File: config.mk
export PLATFORM = sky130hd
export DESIGN_NAME = sdram_port_arbiter_flat
export DESIGN_NICKNAME = d
export VERILOG_FILES = /design/src/rtl/sdram_port_arbiter_if.sv /design/src/rtl/sdram_port_arbiter.sv /design/src/flat_wrapper.sv
export SDC_FILE = /design/constraint.sdc
export NUM_CORES = 1
export LEC_CHECK = 0
export ABC_AREA = 0
export BUFFER_PORTS_ARGS = -buffer_cell sky130_fd_sc_hd__buf_2
export CORE_MARGIN = 2
export CORE_UTILIZATION = 40
export CTS_CLUSTER_SIZE = 8
export DETAILED_ROUTE_END_ITERATION = 8
export HOLD_SLACK_MARGIN = 0.05
export PLACE_DENSITY = 0.74
export SLEW_MARGIN = 30
export SYNTH_ARGS = -nofsm -noshare
export SYNTH_HDL_FRONTEND = slang
export SYNTH_SLANG_ARGS = --single-unit
export TNS_END_PERCENT = 100
File: constraint.sdc
create_clock -name clk_clk -period 7.9 [get_ports clk_clk]
set_input_delay 2.37 -clock clk_clk [delete_from_list [all_inputs] [get_ports clk_clk]]
set_output_delay 2.37 -clock clk_clk [all_outputs]
set_load 0.005 [all_outputs]
File: src/rtl/sdram_port_arbiter_if.sv
// Avalon-MM command/response bundle, used for both requester ports and the controller port.
// The master drives the command; the slave answers with waitrequest and read data.
interface sdram_port_arbiter_if #(
    parameter int unsigned ADDR_W = 25,
    parameter int unsigned DATA_W = 16
);
    logic [ADDR_W-1:0]   address;
    logic                read;
    logic                write;
    logic [DATA_W-1:0]   writedata;
    logic [DATA_W/8-1:0] byteenable;
    logic                waitrequest;
    logic [DATA_W-1:0]   readdata;
    logic                readdatavalid;

    modport master (
        output address, read, write, writedata, byteenable,
        input  waitrequest, readdata, readdatavalid
    );

    modport slave (
        input  address, read, write, writedata, byteenable,
        output waitrequest, readdata, readdatavalid
    );
endinterface

File: src/rtl/sdram_port_arbiter.sv
// Two-requester round-robin arbiter in front of a single SDRAM controller Avalon-MM port.
// Outstanding reads are tagged in an in-order FIFO so returning data is steered to its owner.
module sdram_port_arbiter #(
    parameter int unsigned ADDR_W      = 25,
    parameter int unsigned DATA_W      = 16,
    parameter int unsigned MAX_PENDING = 8
) (
    input  logic                         clk_clk,
    input  logic                         reset_reset,
    sdram_port_arbiter_if.slave          m0,
    sdram_port_arbiter_if.slave          m1,
    sdram_port_arbiter_if.master         sdr,
    output logic [$clog2(MAX_PENDING):0] pending_count,
    output logic                         err_orphan
);
    localparam int unsigned PtrW = $clog2(MAX_PENDING);
    localparam int unsigned CntW = PtrW + 1;
    localparam logic [CntW-1:0] MaxCnt = CntW'(MAX_PENDING);

    typedef enum logic [1:0] {StIdle, StGrant0, StGrant1} state_e;

    state_e state_q, state_d;
    logic   last_grant_q, last_grant_d;

    logic [MAX_PENDING-1:0] tag_q;
    logic [PtrW-1:0]        wr_ptr_q, rd_ptr_q;
    logic [CntW-1:0]        count_q;
    logic                   orphan_q;
    logic [1:0]             rvalid_q;
    logic [DATA_W-1:0]      rdata0_q, rdata1_q;

    logic fifo_full, granted, gnt_sel;
    logic elig0, elig1;
    logic sel_read, sel_write;
    logic issue_rd, issue_wr, accept, push, pop;

    assign fifo_full = (count_q == MaxCnt);
    assign elig0     = m0.write | (m0.read & ~fifo_full);
    assign elig1     = m1.write | (m1.read & ~fifo_full);
    assign granted   = (state_q != StIdle);
    assign gnt_sel   = (state_q == StGrant1);
    assign sel_read  = gnt_sel ? m1.read  : m0.read;
    assign sel_write = gnt_sel ? m1.write : m0.write;

    // Write wins when a requester raises both; a read never goes into a full tag FIFO.
    assign issue_wr = granted & sel_write;
    assign issue_rd = granted & sel_read & ~sel_write & ~fifo_full;
    assign accept   = (issue_rd | issue_wr) & ~sdr.waitrequest;
    assign push     = accept & issue_rd;
    assign pop      = sdr.readdatavalid & (count_q != '0);

    always_ff @(posedge clk_clk) begin
        if (reset_reset) begin
            state_q      <= StIdle;
            last_grant_q <= 1'b1;
        end else begin
            state_q      <= state_d;
            last_grant_q <= last_grant_d;
        end
    end

    always_comb begin
        state_d        = state_q;
        last_grant_d   = last_grant_q;
        sdr.address    = '0;
        sdr.writedata  = '0;
        sdr.byteenable = '0;
        sdr.read       = issue_rd;
        sdr.write      = issue_wr;
        m0.waitrequest = 1'b1;
        m1.waitrequest = 1'b1;
        unique case (state_q)
            StIdle: begin
                if (elig0 && elig1) begin
                    state_d = last_grant_q ? StGrant0 : StGrant1;
                end else if (elig0) begin
                    state_d = StGrant0;
                end else if (elig1) begin
                    state_d = StGrant1;
                end
            end
            StGrant0, StGrant1: begin
                sdr.address    = gnt_sel ? m1.address    : m0.address;
                sdr.writedata  = gnt_sel ? m1.writedata  : m0.writedata;
                sdr.byteenable = gnt_sel ? m1.byteenable : m0.byteenable;
                if (gnt_sel) begin
                    m1.waitrequest = sdr.waitrequest;
                end else begin
                    m0.waitrequest = sdr.waitrequest;
                end
                // A requester that drops its command while granted forfeits the grant.
                if (!(issue_rd || issue_wr)) begin
                    state_d = StIdle;
                end else if (accept) begin
                    state_d      = StIdle;
                    last_grant_d = gnt_sel;
                end
            end
            default: state_d = StIdle;
        endcase
    end

    always_ff @(posedge clk_clk) begin
        if (reset_reset) begin
            tag_q    <= '0;
            wr_ptr_q <= '0;
            rd_ptr_q <= '0;
            count_q  <= '0;
            orphan_q <= 1'b0;
            rvalid_q <= 2'b00;
            rdata0_q <= '0;
            rdata1_q <= '0;
        end else begin
            rvalid_q <= 2'b00;
            if (push) begin
                tag_q[wr_ptr_q] <= gnt_sel;
                wr_ptr_q        <= wr_ptr_q + PtrW'(1);
            end
            if (pop) begin
                rd_ptr_q <= rd_ptr_q + PtrW'(1);
                if (tag_q[rd_ptr_q]) begin
                    rvalid_q[1] <= 1'b1;
                    rdata1_q    <= sdr.readdata;
                end else begin
                    rvalid_q[0] <= 1'b1;
                    rdata0_q    <= sdr.readdata;
                end
            end
            if (push && !pop) begin
                count_q <= count_q + CntW'(1);
            end else if (pop && !push) begin
                count_q <= count_q - CntW'(1);
            end
            // Data with no owner is dropped and flagged until reset.
            if (sdr.readdatavalid && (count_q == '0)) begin
                orphan_q <= 1'b1;
            end
        end
    end

    assign m0.readdata      = rdata0_q;
    assign m0.readdatavalid = rvalid_q[0];
    assign m1.readdata      = rdata1_q;
    assign m1.readdatavalid = rvalid_q[1];
    assign pending_count    = count_q;
    assign err_orphan       = orphan_q;
endmodule

File: src/flat_wrapper.sv
// flat-port wrapper written by rule: the top's interface ports become plain ports
module sdram_port_arbiter_flat 
#(
    parameter int unsigned ADDR_W      = 25,
    parameter int unsigned DATA_W      = 16,
    parameter int unsigned MAX_PENDING = 8
)
  (clk_clk, reset_reset, pending_count, err_orphan, m0_address, m0_read, m0_write, m0_writedata, m0_byteenable, m0_waitrequest, m0_readdata, m0_readdatavalid, m1_address, m1_read, m1_write, m1_writedata, m1_byteenable, m1_waitrequest, m1_readdata, m1_readdatavalid, sdr_address, sdr_read, sdr_write, sdr_writedata, sdr_byteenable, sdr_waitrequest, sdr_readdata, sdr_readdatavalid);
  sdram_port_arbiter_if #(.ADDR_W(ADDR_W), .DATA_W(DATA_W)) m0_i ();
  sdram_port_arbiter_if #(.ADDR_W(ADDR_W), .DATA_W(DATA_W)) m1_i ();
  sdram_port_arbiter_if #(.ADDR_W(ADDR_W), .DATA_W(DATA_W)) sdr_i ();
  input  logic clk_clk;
  input  logic reset_reset;
  output logic [$clog2(MAX_PENDING):0] pending_count;
  output logic err_orphan;
  input wire logic [$bits(m0_i.address)-1:0] m0_address;
  input wire logic [$bits(m0_i.read)-1:0] m0_read;
  input wire logic [$bits(m0_i.write)-1:0] m0_write;
  input wire logic [$bits(m0_i.writedata)-1:0] m0_writedata;
  input wire logic [$bits(m0_i.byteenable)-1:0] m0_byteenable;
  output wire logic [$bits(m0_i.waitrequest)-1:0] m0_waitrequest;
  output wire logic [$bits(m0_i.readdata)-1:0] m0_readdata;
  output wire logic [$bits(m0_i.readdatavalid)-1:0] m0_readdatavalid;
  input wire logic [$bits(m1_i.address)-1:0] m1_address;
  input wire logic [$bits(m1_i.read)-1:0] m1_read;
  input wire logic [$bits(m1_i.write)-1:0] m1_write;
  input wire logic [$bits(m1_i.writedata)-1:0] m1_writedata;
  input wire logic [$bits(m1_i.byteenable)-1:0] m1_byteenable;
  output wire logic [$bits(m1_i.waitrequest)-1:0] m1_waitrequest;
  output wire logic [$bits(m1_i.readdata)-1:0] m1_readdata;
  output wire logic [$bits(m1_i.readdatavalid)-1:0] m1_readdatavalid;
  output wire logic [$bits(sdr_i.address)-1:0] sdr_address;
  output wire logic [$bits(sdr_i.read)-1:0] sdr_read;
  output wire logic [$bits(sdr_i.write)-1:0] sdr_write;
  output wire logic [$bits(sdr_i.writedata)-1:0] sdr_writedata;
  output wire logic [$bits(sdr_i.byteenable)-1:0] sdr_byteenable;
  input wire logic [$bits(sdr_i.waitrequest)-1:0] sdr_waitrequest;
  input wire logic [$bits(sdr_i.readdata)-1:0] sdr_readdata;
  input wire logic [$bits(sdr_i.readdatavalid)-1:0] sdr_readdatavalid;
  assign m0_i.address = m0_address;
  assign m0_i.read = m0_read;
  assign m0_i.write = m0_write;
  assign m0_i.writedata = m0_writedata;
  assign m0_i.byteenable = m0_byteenable;
  assign m0_waitrequest = m0_i.waitrequest;
  assign m0_readdata = m0_i.readdata;
  assign m0_readdatavalid = m0_i.readdatavalid;
  assign m1_i.address = m1_address;
  assign m1_i.read = m1_read;
  assign m1_i.write = m1_write;
  assign m1_i.writedata = m1_writedata;
  assign m1_i.byteenable = m1_byteenable;
  assign m1_waitrequest = m1_i.waitrequest;
  assign m1_readdata = m1_i.readdata;
  assign m1_readdatavalid = m1_i.readdatavalid;
  assign sdr_address = sdr_i.address;
  assign sdr_read = sdr_i.read;
  assign sdr_write = sdr_i.write;
  assign sdr_writedata = sdr_i.writedata;
  assign sdr_byteenable = sdr_i.byteenable;
  assign sdr_i.waitrequest = sdr_waitrequest;
  assign sdr_i.readdata = sdr_readdata;
  assign sdr_i.readdatavalid = sdr_readdatavalid;
  sdram_port_arbiter #(.ADDR_W(ADDR_W), .DATA_W(DATA_W), .MAX_PENDING(MAX_PENDING)) u_core (.clk_clk(clk_clk), .reset_reset(reset_reset), .m0(m0_i), .m1(m1_i), .sdr(sdr_i), .pending_count(pending_count), .err_orphan(err_orphan));
endmodule
==> summary.txt <==
Outcome
  – Status: completed

Global route
  – Vias in the first global route: 3,011
  – Largest net degree at the start of global routing: 63
  – Initial antenna violation count: 3
  – GR Overflow Total: 0
  – Busiest grt layer: met2
  – M3 GR Usage: about 5.5%
  – GRT Overall Usage: 20.2%
  – M2 GR Usage: 37.4%
  – First-pass GRT wire length: 14,400 microns
  – Met1 Use GR: between 20% and 30%

Floorplan
  – Die extent in x: about 96 microns
  – Core area: about 0.0082 sq mm
  – Die Ht: roughly 96 microns
  – Full die area: approximately 0.0091 sq mm
  – Starting Density: 41.0%
  – Io pins: roughly 200
  – Num rows: 33

Placement
  – Port bufs: a little under 200
  – Area after DPL: 0.00434 sq mm
  – DP Cell Count: ~650
  – Pre-CTS setup slack: 1.78 ns
  – Gpl congestion: about 0.77
  – HPWL Detailed: approximately 7600 microns

Power
  – PwrDens: between 200 and 250 mW/mm^2
  – Power Total: 0.928 mW
  – Maximum VDD drop: ~0.11 mV
  – Pleak: about 2.1 nW

Synth
  – Post-synthesis simple-gate area fraction: between 20% and 30%
  – Synth Flop Type: dfxtp_1
  – Synth async-reset ratio: 0%
  – Yosys cell types: 44
  – Main combinational cell family by area after synthesis: multiplexers
  – Synth top area cells: dfxtp_1, mux2i_1, nor2b_1, nand2_1, ha_1
  – Synthesized-area fraction occupied by adder cells: under 10%
  – Syn Nets: roughly 500
  – Synth warn: 0
  – Sequential fraction of the synthesis area: about 33%
  – Post-Synthesis Cells: 373
  – Mean Syn Cell Area: between 8 and 9 sq um
  – Flops & latches, synth: 56
  – Yosys top cell area share: between 30 and 40%
  – Area of the mapped netlist: 0.00335 sq mm
  – Compound-Gate Fraction of Synth Area: 4.36%
  – Post-synthesis xor/xnor area fraction: 1.04%
  – Post-synthesis mux area share: ~29%
  – Post-synth EDFFs: 0
  – Yosys top cell by area: dfxtp_1

Layout
  – Layout Nets: between 600 and 700
  – Share of layout cells above drive strength 1: 40.1%
  – Finished Layout Cells: ~660
  – Number of fill cells: 763
  – Most frequent cells in the layout: buf_2, mux2i_1, nand2_1, dfxtp_1, nor2b_1
  – Most common cell after layout, fill and taps aside: buf_2
  – P&R area growth vs syn: 32.8%
  – Final std cell area, no fill: approximately 0.0045 sq mm

Critical path
  – CP arrival: ~3.8 ns
  – Worst setup EP type: primary output
  – CP required: 5.53 ns
  – Reg2reg setup slack: around 4.6 ns
  – Crit Path Max Fanout: 11
  – Path type of the worst setup path: input port to primary output
  – Crit start category: input port

Routing
  – ANT nets after route: 0
  – Final WL: roughly 9800 microns
  – Vias: roughly 3,200
  – DRC Markers: 0
  – Drt wl/cell: 14.9 microns
  – First-pass DRT Iterations: 6
  – Initial DRC count: approximately 120
  – Via/cell ratio: between 4 and 5

Clock tree
  – H-Tree Depth: 2
  – Hold-fix buffers, CTS: 0
  – CTS max path bufs: 2
  – Clk_lat worst skew: 0.31 ns
  – Post-CTS Setup Repair Bufs: 0
  – Clock root cell: clkbuf_8
  – Worst-path clk slew: around 0.09 ns
  – Num CTS Buffers: 5
  – CTS sink count: 56
  – CTS tree: done
  – PostCTS Resize Cnt: 0

Timing
  – Final hold vios: 0
  – Final-report max-slew violation count: 0
  – Worst slew pin tran: around 0.76 ns
  – Peak Freq: approximately 160 MHz
  – Crit path time final: approximately 6 ns
  – Final worst slack: 1.77 ns
  – Finish-stage setup viols: 0
  – Post-route setup TNS: 0 ns
  – Max Clock Skew: about 0.0064 ns
  – Max_slew headroom: 49.5%
  – Unrepaired setup endpoints after global routing: false
  – Tcrit/Tclk final: ~78%

Min path
  – Worst min path class: flop to flop

Flow run
  – Max-cap check violation count: 0
==> worst paths after layout <==
kind	start	cells past startpoint	end
min reg2reg	u_core.m1.readdata[15]	2	u_core.m1.readdata[15]
max reg2reg	u_core.state_q[0]	12	u_core.pending_count[3]
min	u_core.m1.readdata[15]	2	u_core.m1.readdata[15]
max	m1_write	5	sdr_read
==> metal layers <==
metal  vias to the layer above  wire length [microns]
met5                         -                      0
met4                         0                    267
met3                        14                    956
met2                       129                   4840
met1                      1439                   3720
li1                       1614                      -
==> power breakdown <==
| part | internal, mW | total, mW | switching, mW |
|---|---|---|---|
| combinational | 0.198 | 0.390 | 0.192 |
| sequential | 0.320 | 0.355 | 0.0349 |
| clock | 0.0912 | 0.182 | 0.0909 |
==> final cells by class <==
cell class                 instances  area, sq um  share of cell area, %
antenna                            3         7.51                  0.169
clock buffer                       5         68.8                   1.54
clock inverter                     1         30.0                  0.674
inverter                           9         35.0                  0.787
multi-input combinational        282         2080                   46.6
sequential                        56         1120                   25.2
tap                              105          131                   2.95
timing repair buffer             196          983                   22.1
==> registers in the layout, indices dropped and copies added (netlist names) <==
signal,count
u_core.err_orphan,1
u_core.last_grant_q,1
u_core.m0.readdata,16
u_core.m1.readdata,16
u_core.pending_count,4
u_core.rd_ptr_q,3
u_core.rvalid_q,2
u_core.state_q,2
u_core.tag_q,8
u_core.wr_ptr_q,3
==> critical path, cell delays in order <==
cell    delay, ns
buf_2        0.13
mux2_1       0.29
or4_4        0.61
inv_1        0.21
buf_2        0.16
==> cells in the mapped netlist, drive strengths merged (2+ instances only) <==
library cell / count
mux2i: 94
nand2: 63
dfxtp: 56
nor2b: 46
nor2: 22
clkbuf: 16
buf: 10
inv: 9
ha: 8
nor4: 7
a21oi: 5
a311oi: 2
a31o: 2
mux2: 2
nand2b: 2
nand3: 2
nand3b: 2
nand4: 2
o21ai: 2
xnor2: 2
xor2: 2
==> per-stage QoR <==
stage	hold WS, ns	utilization [%]
after floorplan	0.434	-
after global placement	0.440	53.1
after detailed placement	0.443	53.1
after CTS	0.463	54.3
after global routing	0.489	54.5
final	0.461	54.5
==> kinds of logic after synthesis <==
family,after synthesis
compound gates,19
xor+xnor,4
fa+ha+maj,9
buf+inv,35
flops,56
mux,96
simple gates,154
No activity file was read; power rests on OpenSTA's default activity.
